File: src/rtl/brick_pkg.sv
// Shared geometry, colours and FSM state type for the brick playfield.
package brick_pkg;

  localparam int unsigned BOXES_PER_ROW = 10;
  localparam int unsigned NUM_ROWS      = 2;
  localparam int unsigned BRICK_W       = 16;
  localparam int unsigned BRICK_H       = 10;
  localparam int unsigned Y_OFFSET      = 0;
  localparam int unsigned NUM_BRICKS    = BOXES_PER_ROW * NUM_ROWS;

  localparam int unsigned ADDR_W = 5;
  localparam int unsigned X_W    = 8;
  localparam int unsigned Y_W    = 7;
  localparam int unsigned COL_W  = 3;
  localparam int unsigned ROW_W  = (NUM_ROWS > 1) ? $clog2(NUM_ROWS) : 1;

  localparam logic [COL_W-1:0] COL_BG = 3'b000;
  // Entry r is the paint colour of brick row r.
  localparam logic [NUM_ROWS-1:0][COL_W-1:0] ROW_COLOUR = {3'b110, 3'b100};

  typedef enum logic [1:0] {
    StInit,
    StIdle,
    StErase,
    StClear
  } brick_state_e;

  // Left pixel column of a brick.
  function automatic logic [X_W-1:0] brick_x(input logic [ADDR_W-1:0] idx);
    int unsigned col;
    col = 32'(idx) % BOXES_PER_ROW;
    return X_W'(col * BRICK_W);
  endfunction

  // Top pixel row of a brick.
  function automatic logic [Y_W-1:0] brick_y(input logic [ADDR_W-1:0] idx);
    int unsigned row;
    row = 32'(idx) / BOXES_PER_ROW;
    return Y_W'(Y_OFFSET + row * BRICK_H);
  endfunction

  // Paint colour of a brick; indices past the field map to background.
  function automatic logic [COL_W-1:0] brick_colour(input logic [ADDR_W-1:0] idx);
    int unsigned row;
    row = 32'(idx) / BOXES_PER_ROW;
    if (row < NUM_ROWS) begin
      return ROW_COLOUR[ROW_W'(row)];
    end
    return COL_BG;
  endfunction

endpackage

File: src/rtl/brick_rect_walker.sv
// Walks one Width x Height rectangle in raster order, one pixel per cycle.
// A start pulse emits pixel (0,0) in the same cycle, so back-to-back walks have no gap.
module brick_rect_walker
  import brick_pkg::*;
#(
  parameter int unsigned Width  = BRICK_W,
  parameter int unsigned Height = BRICK_H
) (
  input  logic           clk_i,
  input  logic           rst_i,
  input  logic           start_i,
  input  logic           clear_i,
  input  logic [X_W-1:0] base_x_i,
  input  logic [Y_W-1:0] base_y_i,
  output logic [X_W-1:0] x_o,
  output logic [Y_W-1:0] y_o,
  output logic           valid_o,
  output logic           done_o,
  output logic           busy_o
);

  localparam int unsigned PxW = $clog2(Width);
  localparam int unsigned PyW = $clog2(Height);

  logic [PxW-1:0] px_q, px_d, px_cur;
  logic [PyW-1:0] py_q, py_d, py_cur;
  logic           busy_q, busy_d, busy_eff;
  logic           last_px, last_py;

  // Current pixel and next counter values; clear drops a walk, start begins a fresh one.
  always_comb begin
    busy_eff = busy_q & ~clear_i;
    px_cur   = (start_i | clear_i) ? '0 : px_q;
    py_cur   = (start_i | clear_i) ? '0 : py_q;
    valid_o  = start_i | busy_eff;
    last_px  = (px_cur == PxW'(Width - 1));
    last_py  = (py_cur == PyW'(Height - 1));
    done_o   = valid_o & last_px & last_py;
    x_o      = base_x_i + X_W'(px_cur);
    y_o      = base_y_i + Y_W'(py_cur);

    px_d   = px_cur;
    py_d   = py_cur;
    busy_d = busy_eff;
    if (valid_o) begin
      if (done_o) begin
        busy_d = 1'b0;
        px_d   = '0;
        py_d   = '0;
      end else begin
        busy_d = 1'b1;
        if (last_px) begin
          px_d = '0;
          py_d = py_cur + 1'b1;
        end else begin
          px_d = px_cur + 1'b1;
        end
      end
    end
  end

  assign busy_o = busy_q;

  // Pixel counter registers.
  always_ff @(posedge clk_i) begin
    if (rst_i) begin
      px_q   <= '0;
      py_q   <= '0;
      busy_q <= 1'b0;
    end else begin
      px_q   <= px_d;
      py_q   <= py_d;
      busy_q <= busy_d;
    end
  end

endmodule

File: src/rtl/brick_state_manager.sv
// Owns the brick-alive bitmap: paints the field, clears hit bricks, keeps score and
// erases cleared bricks on the VGA adapter one pixel per clock.
module brick_state_manager
  import brick_pkg::*;
(
  input  logic                  clock,
  input  logic                  reset,
  input  logic                  start_level,
  input  logic                  hit_valid,
  input  logic [ADDR_W-1:0]     hit_addr,
  output logic                  hit_ready,
  output logic [NUM_BRICKS-1:0] block_state,
  output logic [ADDR_W-1:0]     bricks_left,
  output logic [15:0]           score,
  output logic                  level_clear,
  output logic [X_W-1:0]        x,
  output logic [Y_W-1:0]        y,
  output logic [COL_W-1:0]      colour,
  output logic                  plot
);

  localparam logic [ADDR_W-1:0] NumBricksA = ADDR_W'(NUM_BRICKS);

  brick_state_e          state_q, state_d;
  logic [ADDR_W-1:0]     init_idx_q, init_idx_d;
  logic [ADDR_W-1:0]     erase_idx_q, erase_idx_d;
  logic [NUM_BRICKS-1:0] block_q, block_d;
  logic [ADDR_W-1:0]     left_q, left_d;
  logic [15:0]           score_q, score_d;
  logic [X_W-1:0]        x_q;
  logic [Y_W-1:0]        y_q;
  logic [COL_W-1:0]      colour_q;
  logic                  plot_q;

  logic                  walk_start, walk_clear, walk_valid, walk_done, walk_busy;
  logic [ADDR_W-1:0]     walk_idx;
  logic [X_W-1:0]        walk_x;
  logic [Y_W-1:0]        walk_y;
  logic [COL_W-1:0]      pix_colour;
  logic [NUM_BRICKS-1:0] alive_vec;
  logic                  hit_fire, hit_live;

  assign hit_ready = (state_q == StIdle) && !start_level;
  assign hit_fire  = hit_valid && hit_ready;
  assign alive_vec = block_q >> hit_addr;
  assign hit_live  = (hit_addr < NumBricksA) && alive_vec[0];

  brick_rect_walker #(
    .Width (BRICK_W),
    .Height(BRICK_H)
  ) u_walker (
    .clk_i   (clock),
    .rst_i   (reset),
    .start_i (walk_start),
    .clear_i (walk_clear),
    .base_x_i(brick_x(walk_idx)),
    .base_y_i(brick_y(walk_idx)),
    .x_o     (walk_x),
    .y_o     (walk_y),
    .valid_o (walk_valid),
    .done_o  (walk_done),
    .busy_o  (walk_busy)
  );

  // Choose which brick the walker covers and the colour it paints.
  always_comb begin
    walk_start = 1'b0;
    walk_clear = 1'b0;
    walk_idx   = init_idx_q;
    pix_colour = COL_BG;
    if (start_level) begin
      walk_start = 1'b1;
      walk_clear = 1'b1;
      walk_idx   = '0;
      pix_colour = brick_colour('0);
    end else begin
      case (state_q)
        StInit: begin
          walk_idx   = init_idx_q;
          pix_colour = brick_colour(init_idx_q);
          walk_start = !walk_busy && (init_idx_q < NumBricksA);
        end
        StIdle: begin
          walk_idx   = hit_addr;
          walk_start = hit_fire && hit_live;
        end
        StErase: walk_idx = erase_idx_q;
        default: ;
      endcase
    end
  end

  // Next-state logic for the FSM, bitmap and counters.
  always_comb begin
    state_d     = state_q;
    init_idx_d  = init_idx_q;
    erase_idx_d = erase_idx_q;
    block_d     = block_q;
    left_d      = left_q;
    score_d     = score_q;
    if (start_level) begin
      state_d    = StInit;
      init_idx_d = '0;
      block_d    = '1;
      left_d     = NumBricksA;
    end else begin
      case (state_q)
        StInit: begin
          // One idle cycle after the last brick keeps hit_ready low through the final plot.
          if (init_idx_q == NumBricksA) begin
            state_d = StIdle;
          end else if (walk_done) begin
            init_idx_d = init_idx_q + 1'b1;
          end
        end
        StIdle: begin
          if (hit_fire && hit_live) begin
            block_d     = block_q & ~(NUM_BRICKS'(1) << hit_addr);
            left_d      = left_q - 1'b1;
            score_d     = (score_q == 16'hFFFF) ? score_q : score_q + 16'd1;
            erase_idx_d = hit_addr;
            state_d     = StErase;
          end
        end
        StErase: begin
          if (!walk_busy) begin
            state_d = (left_q == '0) ? StClear : StIdle;
          end
        end
        default: ;
      endcase
    end
  end

  // State, bitmap and counter registers.
  always_ff @(posedge clock) begin
    if (reset) begin
      state_q     <= StInit;
      init_idx_q  <= '0;
      erase_idx_q <= '0;
      block_q     <= '1;
      left_q      <= NumBricksA;
      score_q     <= '0;
    end else begin
      state_q     <= state_d;
      init_idx_q  <= init_idx_d;
      erase_idx_q <= erase_idx_d;
      block_q     <= block_d;
      left_q      <= left_d;
      score_q     <= score_d;
    end
  end

  // Registered VGA plot port; coordinates hold while nothing is plotted.
  always_ff @(posedge clock) begin
    if (reset) begin
      x_q      <= '0;
      y_q      <= '0;
      colour_q <= '0;
      plot_q   <= 1'b0;
    end else begin
      plot_q <= walk_valid;
      if (walk_valid) begin
        x_q      <= walk_x;
        y_q      <= walk_y;
        colour_q <= pix_colour;
      end
    end
  end

  assign block_state = block_q;
  assign bricks_left = left_q;
  assign score       = score_q;
  assign level_clear = (state_q == StClear);
  assign x           = x_q;
  assign y           = y_q;
  assign colour      = colour_q;
  assign plot        = plot_q;

endmodule

File: config.mk
export PLATFORM = sky130hd
export DESIGN_NAME = brick_state_manager
export DESIGN_NICKNAME = d
export VERILOG_FILES = /design/src/rtl/brick_pkg.sv /design/src/rtl/brick_rect_walker.sv /design/src/rtl/brick_state_manager.sv
export SDC_FILE = /design/constraint.sdc
export NUM_CORES = 1
export LEC_CHECK = 0
export CAP_MARGIN = 20
export CORE_MARGIN = 3
export CORE_UTILIZATION = 50
export CTS_CLUSTER_SIZE = 30
export DETAILED_ROUTE_END_ITERATION = 12
export GPL_TIMING_DRIVEN = 0
export PLACE_DENSITY = 0.72
export SETUP_SLACK_MARGIN = 0.05
export SLEW_MARGIN = 15
export SYNTH_ARGS = -nofsm -noshare
export SYNTH_HDL_FRONTEND = slang
export SYNTH_SLANG_ARGS = --single-unit
File: constraint.sdc
create_clock -name clock -period 4.9 [get_ports clock]
set_input_delay 0.735 -clock clock [delete_from_list [all_inputs] [get_ports clock]]
set_output_delay 0.735 -clock clock [all_outputs]
set_load 0.02 [all_outputs]
== Yosys cells after proc, flatten, opt, wreduce, memory -nomap -nowiden ==
Cells that the tools add are included.
Storage, ports and cells
  bits in registers: 81
  input bits: 9
  output and inout port bits: 62
  logic and storage cells: 96
Cells by class
  add/subtract/negate cells: 7
  multiply operators: 1
  divide/modulo/power cells: 3
  magnitude comparators: 4
  eq/ne operators: 10
  shift-type cells: 2
  multiplexer cells: 29
  bitwise operators: 11
  reduce and logical (&&, ||, !) cells: 16
Operators by type and width (number)
  divider 5 x 4 -> 32 bit, second input constant: 2
  less-than comparator 32 x 2 -> 1 bit, second input constant: 1
  remainder unit 5 x 4 -> 32 bit, second input constant: 1
  multiplier 32 x 3 -> 6 bit, second input constant: 1
  two-way mux 4 bit: 8
  AND 20 bit: 1
  NOT 20 bit: 1
  << shifter 1 x 5 -> 20 bit, first input constant: 1
  right shift 20 x 5 -> 1 bit: 1
  adder 16 x 1 -> 16 bit, second input constant: 1
  == test 16 bit, second input constant: 1
  two-way mux 3 bit: 5
  less-than comparator 5 bit, second input constant: 2
  two-way mux 2 bit: 5
  one-hot mux 5 bit (2 select lines): 1
  adder 4 x 1 -> 4 bit, second input constant: 2
  adder 8 x 4 -> 8 bit: 1
  == test 4 bit, second input constant: 2
  AND reduction 4 bit: 2
  adder 7 x 4 -> 7 bit: 1
  two-way mux 1 bit: 7
  one-hot mux 2 bit (3 select lines): 1
  AND reduction 3 bit: 2
  adder 5 x 1 -> 5 bit, second input constant: 1
  other kinds (19): 32

== Longest topological paths before layout ==
Gate-level depths: netlist of the first run.
  depth after elaboration: 13
  mapped depth: 20

== By module ==
From an unflattened synthesis of the first run, not the netlist that was laid out.
Unflattened totals
  cells, all modules: 536
  area, all modules: 4573.1 µm²
By module, submodules not included
  brick_state_manager: times used 1, cells each 392, area an instance 3465.8 µm²
  brick_rect_walker: times used 1, cells each 144, area an instance 1107.3 µm²

== Least setup slack after synthesis of the first run ==
OpenSTA, ideal clock, no wires.
  path kind: input -> register
  from: in hit_addr[0]
  to: reg init_idx_q[4]
  library setup time: 0.070 ns
  arrival: 4.251 ns
  path slack: 0.579 ns
  stages on the path: 15
  path through: buf_6 mux4_2 nand4_1 nand2_2 nor3_1 clkbuf_1 and2_1 ha_1 nand4_1 nor3_1 nand2_1 or4_4 buf_6 or3_1 a21oi_1
On the way
  word-level cells in the longest chain between the ends: 11
RTL lines
  start: declaration: line brick_state_manager.sv:10  | input logic [ADDR_W-1:0] hit_addr,
  right shift 20 x 5 -> 1 bit or less-than comparator 5 bit (tied branches): line brick_state_manager.sv:45, brick_state_manager.sv:46
  logical AND 1 bit (*): line brick_state_manager.sv:46  | assign hit_live = (hit_addr < NumBricksA) && alive_vec[0];
  logical AND 1 bit (*): line brick_state_manager.sv:85  | walk_start = hit_fire && hit_live;
  one-hot mux 1 bit (2 select lines) (*): line brick_state_manager.sv:77  | case (state_q)
  two-way mux 1 bit (*): line brick_state_manager.sv:71  | if (start_level) begin
  OR 1 bit (*): line brick_rect_walker.sv:33  | px_cur = (start_i | clear_i) ? '0 : px_q;
  two-way mux 4 bit (*): line brick_rect_walker.sv:33
  net u_walker.px_cur[0]: line brick_rect_walker.sv:25  | logic [PxW-1:0] px_q, px_d, px_cur;
  == test 4 bit (*): line brick_rect_walker.sv:36  | last_px = (px_cur == PxW'(Width - 1));
  AND 1 bit (*) (2 in series): line brick_rect_walker.sv:38  | done_o = valid_o & last_px & last_py;
  AND reduction 3 bit (no line) (*)
  end signal: assignment: line brick_state_manager.sv:146  | init_idx_q <= init_idx_d;
  end: declaration: line brick_state_manager.sv:25  | logic [ADDR_W-1:0] init_idx_q, init_idx_d;
The timed path passes the listed nets; every way through them passes the cells marked *.
A chain may end at the register's enable or synchronous reset.

== Worst setup path after layout of the first run ==
  from: in hit_addr[1]
  to: reg init_idx_q[4]
Same word-level chain as after synthesis.

==> metrics.md, run 1 <==
| Metric | Value |
|---|---|
| GR Util met2 | `35.7%` |
| # setup viols final | `0` |
| DR vias | `3951` |
| Number of synthesized register bits | `79` |
| Post-synth top area cell | `dfxtp_1` |
| Layout cells sized above 1 | `about 9.0%` |
| CTS HTree Levels | `3` |
| I/O Buffers | `between 60 and 70` |
| Vias per cell | `approximately 5.7` |
| Worst path required time | `between 5 and 6 ns` |
| R2R setup slack | `0.53 ns` |
| Worst Setup Path Type | `input port to register` |
| Post-DP HPWL | `8020 µm` |
| Area delta synth->final | `26.2%` |
| Max cap viols | `0` |
| Max FO, Critical Path | `10` |
| Clk root buf | `clkbuf_8` |
| Pre-Repair DR Iteration Count | `5` |
| Busiest grt layer | `met2` |
| Met1 usage | `30.4%` |
| Most frequent cell after synthesis | `dfxtp_1` |
| ANT cells | `0` |
| Max Slew Vio Count | `0` |
| Core area | `7930 µm²` |
| LEAKAGE | `about 1.9 nW` |
| Reg2reg path depth | `18` |
| Status | `finished clean` |
| Peak Freq | `220 MHz` |
| Top cell type's share of synthesized area | `37.9%` |
| Global Route Usage Sum | `22.4%` |
| Tcrit/Tclk final | `92.7%` |
| Clock sink count | `around 80` |
| Nets | `615` |
| Post-synth EDFFs | `0` |
| Number of global-route vias before repair | `roughly 3800` |
| Pwr Density | `237 nW/µm²` |
| Total global routing overflow | `0` |
| Met3 usage | `4.02%` |
| Post-Syn Area | `4180 µm²` |
| First-pass GRT wire length | `17700 µm` |
| Largest net degree at the start of global routing | `14` |
| Final hold vios | `0` |
| Clock latency on the worst-skew pair | `~0.35 ns` |
| Sequential area share after synthesis | `37.9%` |
| Library cells used by synthesis | `63` |
| Clock Tree Buf Depth | `2` |
| Clock skew | `0.00672 ns` |
| RSZ-0062 raised after global routing | `no` |
| Largest cells by area after synthesis | `dfxtp_1 38%, ha_1 6.0%, a21oi_1 4.8%` |
| Slew @ Worst Pin | `0.650 ns` |
| Syn Area/Cell | `approximately 8.4 µm²` |
| Synth warnings | `0` |
| WHS Path Cells | `2` |
| Die Y | `97.4 µm` |
| Ports | `71` |
| Hold buffer count at cts | `0` |
| GP Congestion | `0.895` |
| Final worst path period need | `4.54 ns` |
| Ys flop type | `dfxtp_1` |
| Fin Setup TNS | `0 ns` |
| Reg clk slew, reported paths | `~0.08 ns` |
| Filler Cells Inserted | `694` |
| CP Launch Type | `input port` |
| Synth top cells by count | `79 x dfxtp_1, 48 x nand2_1, 45 x nor2_1, 40 x a21oi_1, 40 x o21ai_0` |
| Die area | `9480 µm²` |
| Initial antenna violation count | `0` |
| WP data arrival | `around 4.8 ns` |
| Fraction of registers with async set/reset | `0%` |
| # rows | `32` |
| Mapped Cells | `between 400 and 500` |
| Relative slew slack | `56.4%` |
| Crit path capture type | `register` |
| Die X | `approximately 100 µm` |
| Worst Hold Class | `register to register` |
| Drc violations | `0` |
| TritonCTS Buffers | `9` |
| Total wire length | `~11000 µm` |
| Initial core utilization | `between 50% and 60%` |
| Final Util | `between 60% and 70%` |
| Drt wl/cell | `15.9 µm` |
| CTS tree | `built` |
| Detail Route Antenna Nets | `0` |
| Worst VDD drop | `0.000145 V` |
| Initial DRC Count | `between 200 and 250` |
## per-layer routing
metal	share of wire (%)	up-vias
li1	-	1940
met1	46	1880
met2	47	112
met3	5.2	19
met4	1.8	0
met5	0	-
## final cells by class
cell class / count / area, µm² / share of cell area, %
buffer: 26 / 133 / 2.52
clock buffer: 10 / 138 / 2.61
clock inverter: 5 / 82.6 / 1.57
inverter: 29 / 109 / 2.07
multi-input combinational: 366 / 2370 / 45.1
sequential: 79 / 1580 / 30.0
tap: 102 / 128 / 2.42
timing repair buffer: 74 / 723 / 13.7
## worst max-delay path: stages
cell and delay [ns]:
clkdlybuf4s50_1 0.52, buf_6 0.17, mux4_2 0.54, mux2i_4 0.21, o21ai_4 0.12, nor3_1 0.28, clkbuf_2 0.27, and2_1 0.16
ha_1 0.20, nand4_1 0.10, buf_4 0.18, nor3_4 0.19, nand2_1 0.08, or4_4 0.44, buf_6 0.15, or3_1 0.34
a21oi_1 0.14
## per-stage QoR
stage | cells | cell area [µm²] | power (W) | setup WS [ns] | hold slack [ns]
finish | 691 | 5270 | 0.00125 | 0.357 | 0.461
global route | 691 | 5270 | 0.00129 | 0.0844 | 0.480
CTS | 684 | 5210 | 0.00126 | 0.0903 | 0.462
detailed placement | 669 | 4980 | 0.000715 | -0.651 | 0.450
global placement | 669 | 4980 | 0.000715 | -0.551 | 0.445
floorplan | 500 | 4180 | 0.000694 | 0.579 | 0.436
## state kept, by name, summed over array words and instances, names as in the netlist, 4 cells and up
name / flops
score: 16
y: 6
block_state: 20
init_idx_q: 5
x: 8
u_walker.px_q: 4
u_walker.py_q: 4
erase_idx_q: 5
bricks_left: 5
## kinds of logic after synthesis
group                    synth area share [%]
AND/OR/NAND/NOR                          23.0
AO/OA/AOI/OAI                            19.0
flip-flops                               37.9
buffers and inverters                    5.75
adder cells (fa/ha/maj)                  6.47
multiplexers                             6.14
XOR/XNOR                                 1.68
other                                  0.0898
## report_power, final
part           internal [W]  leakage [nW]  switching [W]
clock network      0.000299         0.112       0.000246
registers          0.000644         0.639     0.00000211
logic             0.0000203          1.16      0.0000349
total              0.000963          1.91       0.000283
## final timing paths
check	end	from
max	init_idx_q[4]	hit_addr[1]
min	y[5]	y[5]
max reg2reg	y[3]	state_q[1]
min reg2reg	y[5]	y[5]
## repair_timing
| item | 4_1_cts | 5_1_grt |
|---|---|---|
| endpoints found under the setup margin | 5 | 8 |
| resized for setup | 3 | 1 |
| buffers inserted | 0 | 7 |
| pin swaps | 0 | 1 |
## cells in the final DEF (no fill, tap or decap), types with 3 or more instances in the layout
cell,instances
dfxtp_1,79
clkdlybuf4s50_1,67
nand2_1,48
nor2_1,45
o21ai_0,40
a21oi_1,40
inv_1,29
ha_1,20
clkbuf_1,15
or3_1,14
nand3_1,12
nand4_1,11
mux2i_1,11
clkbuf_8,10
nor2b_1,9
nor3_1,9
and2_1,9
buf_4,9
a211o_1,6
nand2b_1,6
mux4_2,5
a22oi_1,5
or2_2,5
xnor2_1,5
a211oi_1,4
o31ai_1,4
nand3b_1,4
o211ai_1,4
buf_2,3
buf_6,3
o41ai_1,3
or4_1,3
xor2_1,3
and3_1,3
Power figures use the tool's default switching activity.
==> run 2, diff against run 1 <==
--- a/config.mk
+++ b/config.mk
@@ -6,13 +6,12 @@
 export NUM_CORES = 1
 export LEC_CHECK = 0
 export CAP_MARGIN = 20
-export CORE_MARGIN = 3
+export CORE_MARGIN = 1.5
 export CORE_UTILIZATION = 50
 export CTS_CLUSTER_SIZE = 30
 export DETAILED_ROUTE_END_ITERATION = 12
 export GPL_TIMING_DRIVEN = 0
 export PLACE_DENSITY = 0.72
-export SETUP_SLACK_MARGIN = 0.05
 export SLEW_MARGIN = 15
 export SYNTH_ARGS = -nofsm -noshare
 export SYNTH_HDL_FRONTEND = slang
==> run 2 against run 1 <==
Effect of this change: sequential share of layout area grew 0.31 points; flip-flop and latch count is the same; final cell count down 0.14%; total power decreased by 3.5%; critical path depth is 1 lower; cell area fell by 1.0%; via count is 1.5% lower; utilization down 2.3 points; clock skew increased by 0.0032 ns; combinational power hardly changed; first-iteration DRC count decreased by 24%; die area down 6.1%.
==> metrics.md, run 2 (same netlist as run 1, synthesis figures left out) <==
| Metric | Value |
|---|---|
| Status | `finished clean` |
| Crit path max-delay family | `simple AND/OR/NAND/NOR gates` |
| Clk pwr share | `41.7%` |
| CTS HTree Levels | `3` |
| Initial DRC Count | `184` |
| Vias per cell | `5.64` |
| Core area | `8130 µm²` |
| WP data arrival | `4.95 ns` |
| Nets | `between 600 and 700` |
| I/O Buffers | `67` |
| CP max stage cell | `mux4_2` |
| Detail Route Antenna Nets | `0` |
| Peak Freq | `215 MHz` |
| GP Congestion | `about 0.80` |
| Worst setup path start | `hit_addr[1]` |
| Global Route Usage Sum | `25.4%` |
| Max FO, Critical Path | `10` |
| TritonCTS Buffers | `9` |
| Tcrit/Tclk final | `a little over nine tenths` |
| Pwr Density | `approximately 230 nW/µm²` |
| Pre-Repair DR Iteration Count | `4` |
| Clock skew | `0.00995 ns` |
| Most common cell after layout, fill and taps aside | `dfxtp_1` |
| Internal Pwr Total | `0.000903 W` |
| Clk root buf | `clkbuf_8` |
| Filler Cells Inserted | `740` |
| Slew @ Worst Pin | `0.739 ns` |
| Drc violations | `0` |
| Clock Tree Buf Depth | `2` |
| Critical Path Max Stage Delay | `0.54 ns` |
| Critical path cell sequence | `clkdlybuf4s50_1 > buf_6 > mux4_2 > mux2i_4 > o21ai_4 > nor3_1 > buf_4 > and2_1 > ha_1 > nand4_1 > nor3_4 > nand2_1 > or4_4 > buf_6 > or3_1 > a21oi_1` |
| Worst Setup Path Type | `input port to register` |
| Initial antenna violation count | `0` |
| Area after DPL | `4980 µm²` |
| # rows | `33` |
| Area delta synth->final | `24.9%` |
| Post-DP HPWL | `around 7700 µm` |
| Final worst path period need | `4.66 ns` |
| Seq pwr share | `53.7%` |
| Total chip power | `0.00120 W` |
| Most frequent cells in the layout | `79 x dfxtp_1, 67 x clkdlybuf4s50_1, 48 x nand2_1` |
| Switching share of power | `24.9%` |
| Crit path capture type | `register` |
| Buf/Inv on CP | `4` |
| Clock latency on the worst-skew pair | `0.36 ns` |
| Die X | `around 94 µm` |
| Worst VDD drop | `about 0.00016 V` |
| Layout cells sized above 1 | `~8.2%` |
| Crit-path most repeated cell | `buf_6` |
| Final Util | `64.1%` |
| Comb power frac | `between 4 and 5%` |
| LEAKAGE | `1.87 nW` |
| Worst R2R Start | `state_q[1]` |
| Initial core utilization | `51.3%` |
| Worst path required time | `5.19 ns` |
| Die area | `just under 9000 µm²` |
| CTS tree | `built` |
| Post-route setup slack | `0.243 ns` |
| Hold buffer count at cts | `0` |
| Hold slack final | `around 0.45 ns` |
| HP Start | `y[4]` |
| Max reg flops | `20` |
| Net Sw Power | `0.000299 W` |
| Reg clk slew, reported paths | `0.08 ns` |
| Max cap viols | `0` |
| Final hold vios | `0` |
| DR vias | `3893` |
| Design area | `roughly 5200 µm²` |
| Total global routing overflow | `0` |
| Clock sink count | `just under 80` |
| Post-Place Setup Slack | `-0.641 ns` |
| Die Y | `94.4 µm` |
| CP Launch Type | `input port` |
| Number of global-route vias before repair | `3772` |
| Total wire length | `10500 µm` |
| Drt wl/cell | `15.2 µm` |
| ANT cells | `0` |
| First-pass GRT wire length | `17800 µm` |
| Ports | `71` |
| Relative slew slack | `approximately half` |
| # setup viols final | `0` |
| Worst Hold Class | `register to register` |
| Largest net degree at the start of global routing | `15` |
| Max Slew Vio Count | `0` |
run 2: power by group through the flow:
stage / Combinational [W] / Clock (W) / Sequential, W
2_1_floorplan: 0.0000321 / 0 / 0.000662
3_3_place_gp: 0.0000542 / 0 / 0.000661
3_5_place_dp: 0.0000548 / 0 / 0.000661
4_1_cts: 0.0000548 / 0.000505 / 0.000646
5_1_grt: 0.0000603 / 0.000533 / 0.000646
6_report: 0.0000554 / 0.000501 / 0.000646
run 2: what timing repair did:
action                     CTS  global route
hold endpoints to repair     0             0
buffers inserted             0             2
pin swaps                    0             1
setup endpoints to repair    5             9
resized for setup            2             6
run 2: layout make-up:
class                      instances  area (µm²)  area share, %
multi-input combinational        366        2370           45.5
sequential                        79        1580           30.3
timing repair buffer              69         686           13.2
buffer                            26         135           2.59
tap                              105         131           2.52
clock buffer                      10         128           2.45
inverter                          29         109           2.09
clock inverter                     6        70.1           1.34
run 2: worst paths after layout:
kind | cells after the start | slack (ns) | endpoint
max reg2reg | 18 | 0.61 | y[5]
max | 16 | 0.24 | init_idx_q[4]
min reg2reg | 2 | 0.45 | y[4]
min | 2 | 0.45 | y[4]
run 2: routing by layer:
layer,global-route usage [%],vias up,part of all wire [%]
li1,-,1929,-
met1,32.6,1853,45
met2,42.4,97,49
met3,4.03,14,4.7
met4,10.4,0,1.7
met5,0,-,0
run 2: per-stage QoR:
stage | setup TNS, ns | std cells
6_report | 0 | 690
4_1_cts | 0 | 688
5_1_grt | -0.0226 | 690
2_1_floorplan | 0 | 500
3_5_place_dp | -3.28 | 672
3_3_place_gp | -2.33 | 672
run 2: worst min-delay path, delay by kind of cell (launching register included):
kind	cells	cell delay [ns]
flip-flops	1	0.32
AND/OR/NAND/NOR	1	0.05
AO/OA/AOI/OAI	1	0.05
==> run 3, diff against run 2 <==
--- a/config.mk
+++ b/config.mk
@@ -8,10 +8,11 @@
 export CAP_MARGIN = 20
 export CORE_MARGIN = 1.5
 export CORE_UTILIZATION = 50
-export CTS_CLUSTER_SIZE = 30
 export DETAILED_ROUTE_END_ITERATION = 12
 export GPL_TIMING_DRIVEN = 0
+export MAX_ROUTING_LAYER = met4
 export PLACE_DENSITY = 0.72
+export SETUP_SLACK_MARGIN = 0.2
 export SLEW_MARGIN = 15
 export SYNTH_ARGS = -nofsm -noshare
 export SYNTH_HDL_FRONTEND = slang
==> run 3 against run 2 <==
Effect of this change: hold slack is essentially flat; largest cell class unchanged; setup slack improved by 0.10 ns; clock power hardly changed; global-route usage is 0.85 points higher; die area unchanged; utilization grew 0.28 points.
==> metrics.md, run 3 (same netlist as run 1, synthesis figures left out) <==
| Metric | Value |
|---|---|
| Initial core utilization | `around half` |
| GR Util met2 | `42.7%` |
| Dpl cells | `roughly 670` |
| Final Util | `64.4%` |
| Nets | `612` |
| CTS HTree Levels | `3` |
| Die Y | `94.4 µm` |
| Layout cells sized above 1 | `8.52%` |
| # setup viols final | `0` |
| Number of global-route vias before repair | `3800` |
| Detail Route Antenna Nets | `0` |
| Clock latency on the worst-skew pair | `0.37 ns` |
| Pwr Density | `230 nW/µm²` |
| LEAKAGE | `~1.9 nW` |
| DR vias | `3911` |
| GP Congestion | `0.815` |
| Max reg flops | `20` |
| CTS tree | `built` |
| # rows | `33` |
| Area delta synth->final | `25.4%` |
| Worst path required time | `around 5.2 ns` |
| TritonCTS Buffers | `9` |
| Most frequent cells in the layout | `79 x dfxtp_1, 67 x clkdlybuf4s50_1, 48 x nand2_1` |
| Worst R2R Start | `state_q[0]` |
| WP data arrival | `4.85 ns` |
| Clock skew | `0.0112 ns` |
| First-pass GRT wire length | `between 15000 and 20000 µm` |
| Met1 usage | `about a third` |
| Die X | `94.4 µm` |
| Clk root buf | `clkbuf_8` |
| Fin Setup TNS | `0 ns` |
| Reg2reg path depth | `19` |
| Total chip power | `around 0.0012 W` |
| Total wire length | `10600 µm` |
| Area after DPL | `4980 µm²` |
| Total global routing overflow | `0` |
| Busiest grt layer | `met2` |
| Max Slew Vio Count | `0` |
| Die area | `roughly 8900 µm²` |
| R2R setup slack | `~0.65 ns` |
| Status | `finished clean` |
| Largest net degree at the start of global routing | `15` |
| RSZ-0062 raised after global routing | `yes` |
| Max cap viols | `0` |
| Clock sink count | `between 70 and 80` |
| Worst setup path start | `hit_addr[1]` |
| Worst Setup Path Type | `input port to register` |
| I/O Buffers | `67` |
| Worst VDD drop | `0.000161 V` |
| Ports | `71` |
| Drc violations | `0` |
| Pre-Repair DR Iteration Count | `4` |
| Reg clk slew, reported paths | `0.09 ns` |
| Hold buffer count at cts | `0` |
| Core area | `8130 µm²` |
| Peak Freq | `219 MHz` |
| Setup crit end | `init_idx_q[4]` |
| Most common cell after layout, fill and taps aside | `dfxtp_1` |
| CP Launch Type | `input port` |
| Slew @ Worst Pin | `0.716 ns` |
| Global Route Usage Sum | `26.2%` |
| FF-to-FF End | `y[4]` |
| Drt wl/cell | `15.4 µm` |
| Initial DRC Count | `172` |
| Initial antenna violation count | `0` |
| Final hold vios | `0` |
| ANT cells | `0` |
| Vias per cell | `roughly 5.7` |
| Worst Hold Class | `register to register` |
| Post-route insts no fill | `approximately 690` |
| Clock Tree Buf Depth | `2` |
| Post-DP HPWL | `just under 8000 µm` |
| Met3 usage | `3.86%` |
| Final worst path period need | `4.56 ns` |
| Relative slew slack | `51.9%` |
| Design area | `between 5000 and 6000 µm²` |
| Crit path capture type | `register` |
| Max FO, Critical Path | `10` |
| Tcrit/Tclk final | `93.0%` |
[run 3: changes by cell type in the layout (fill, tap and decap cells not counted), sizes merged]
cell    delta
buf        +1
clkbuf     +1
[run 3: power by group]
part	total, W	internal (W)	switching, W
Sequential	0.000646	0.000644	0.00000186
Clock	0.000501	0.000238	0.000263
Combinational	0.0000556	0.0000206	0.0000350
Total	0.00120	0.000903	0.000300
[run 3: what timing repair did]
| action | 4_1_cts | 5_1_grt |
|---|---|---|
| setup buffers | 0 | 4 |
| pin swaps | 1 | 1 |
| gates resized for setup | 4 | 3 |
| endpoints found under the hold margin | 0 | 0 |
| setup endpoints to repair | 7 | 7 |
[run 3: worst min-delay path by stage]
stage,start,to,slack [ns],cells past startpoint
floorplan,erase_idx_q[4],erase_idx_q[4],0.44,2
global placement,x[4],x[4],0.44,2
detailed placement,y[4],y[4],0.45,2
CTS,y[4],y[4],0.46,2
global route,y[4],y[4],0.48,2
finish,y[4],y[4],0.45,2
[run 3: final cells by class]
type                       count  area (µm²)
inverter                      29         109
fill                         738        2900
tap                          105         131
sequential                    79        1580
multi-input combinational    366        2380
timing repair buffer          71         701
clock inverter                 6        70.1
clock buffer                  10         128
buffer                        26         135
[run 3: stage by stage]
step / hold WS [ns] / setup slack, ns
after floorplan: 0.436 / 0.579
after global placement: 0.439 / -0.564
after detailed placement: 0.446 / -0.641
after CTS: 0.458 / 0.193
after global routing: 0.479 / 0.133
final: 0.455 / 0.343
[run 3: worst max-delay path, cell delays in order]
cell and delay, ns:
clkdlybuf4s50_1 0.53, buf_6 0.17, mux4_2 0.54, mux2i_4 0.21, o21ai_4 0.12, nor3_1 0.25
clkbuf_4 0.25, and2_1 0.14, ha_1 0.19, nand4_1 0.10, buf_4 0.18, nor3_4 0.28
nand2_1 0.09, or4_4 0.43, buf_6 0.15, or3_1 0.33, a21oi_1 0.14
[run 3: per-layer routing]
layer | wire (µm) | share of wire, %
met1 | 4890 | 46
met2 | 5080 | 48
met3 | 428 | 4.0
met5 | 0 | 0
met4 | 231 | 2.2
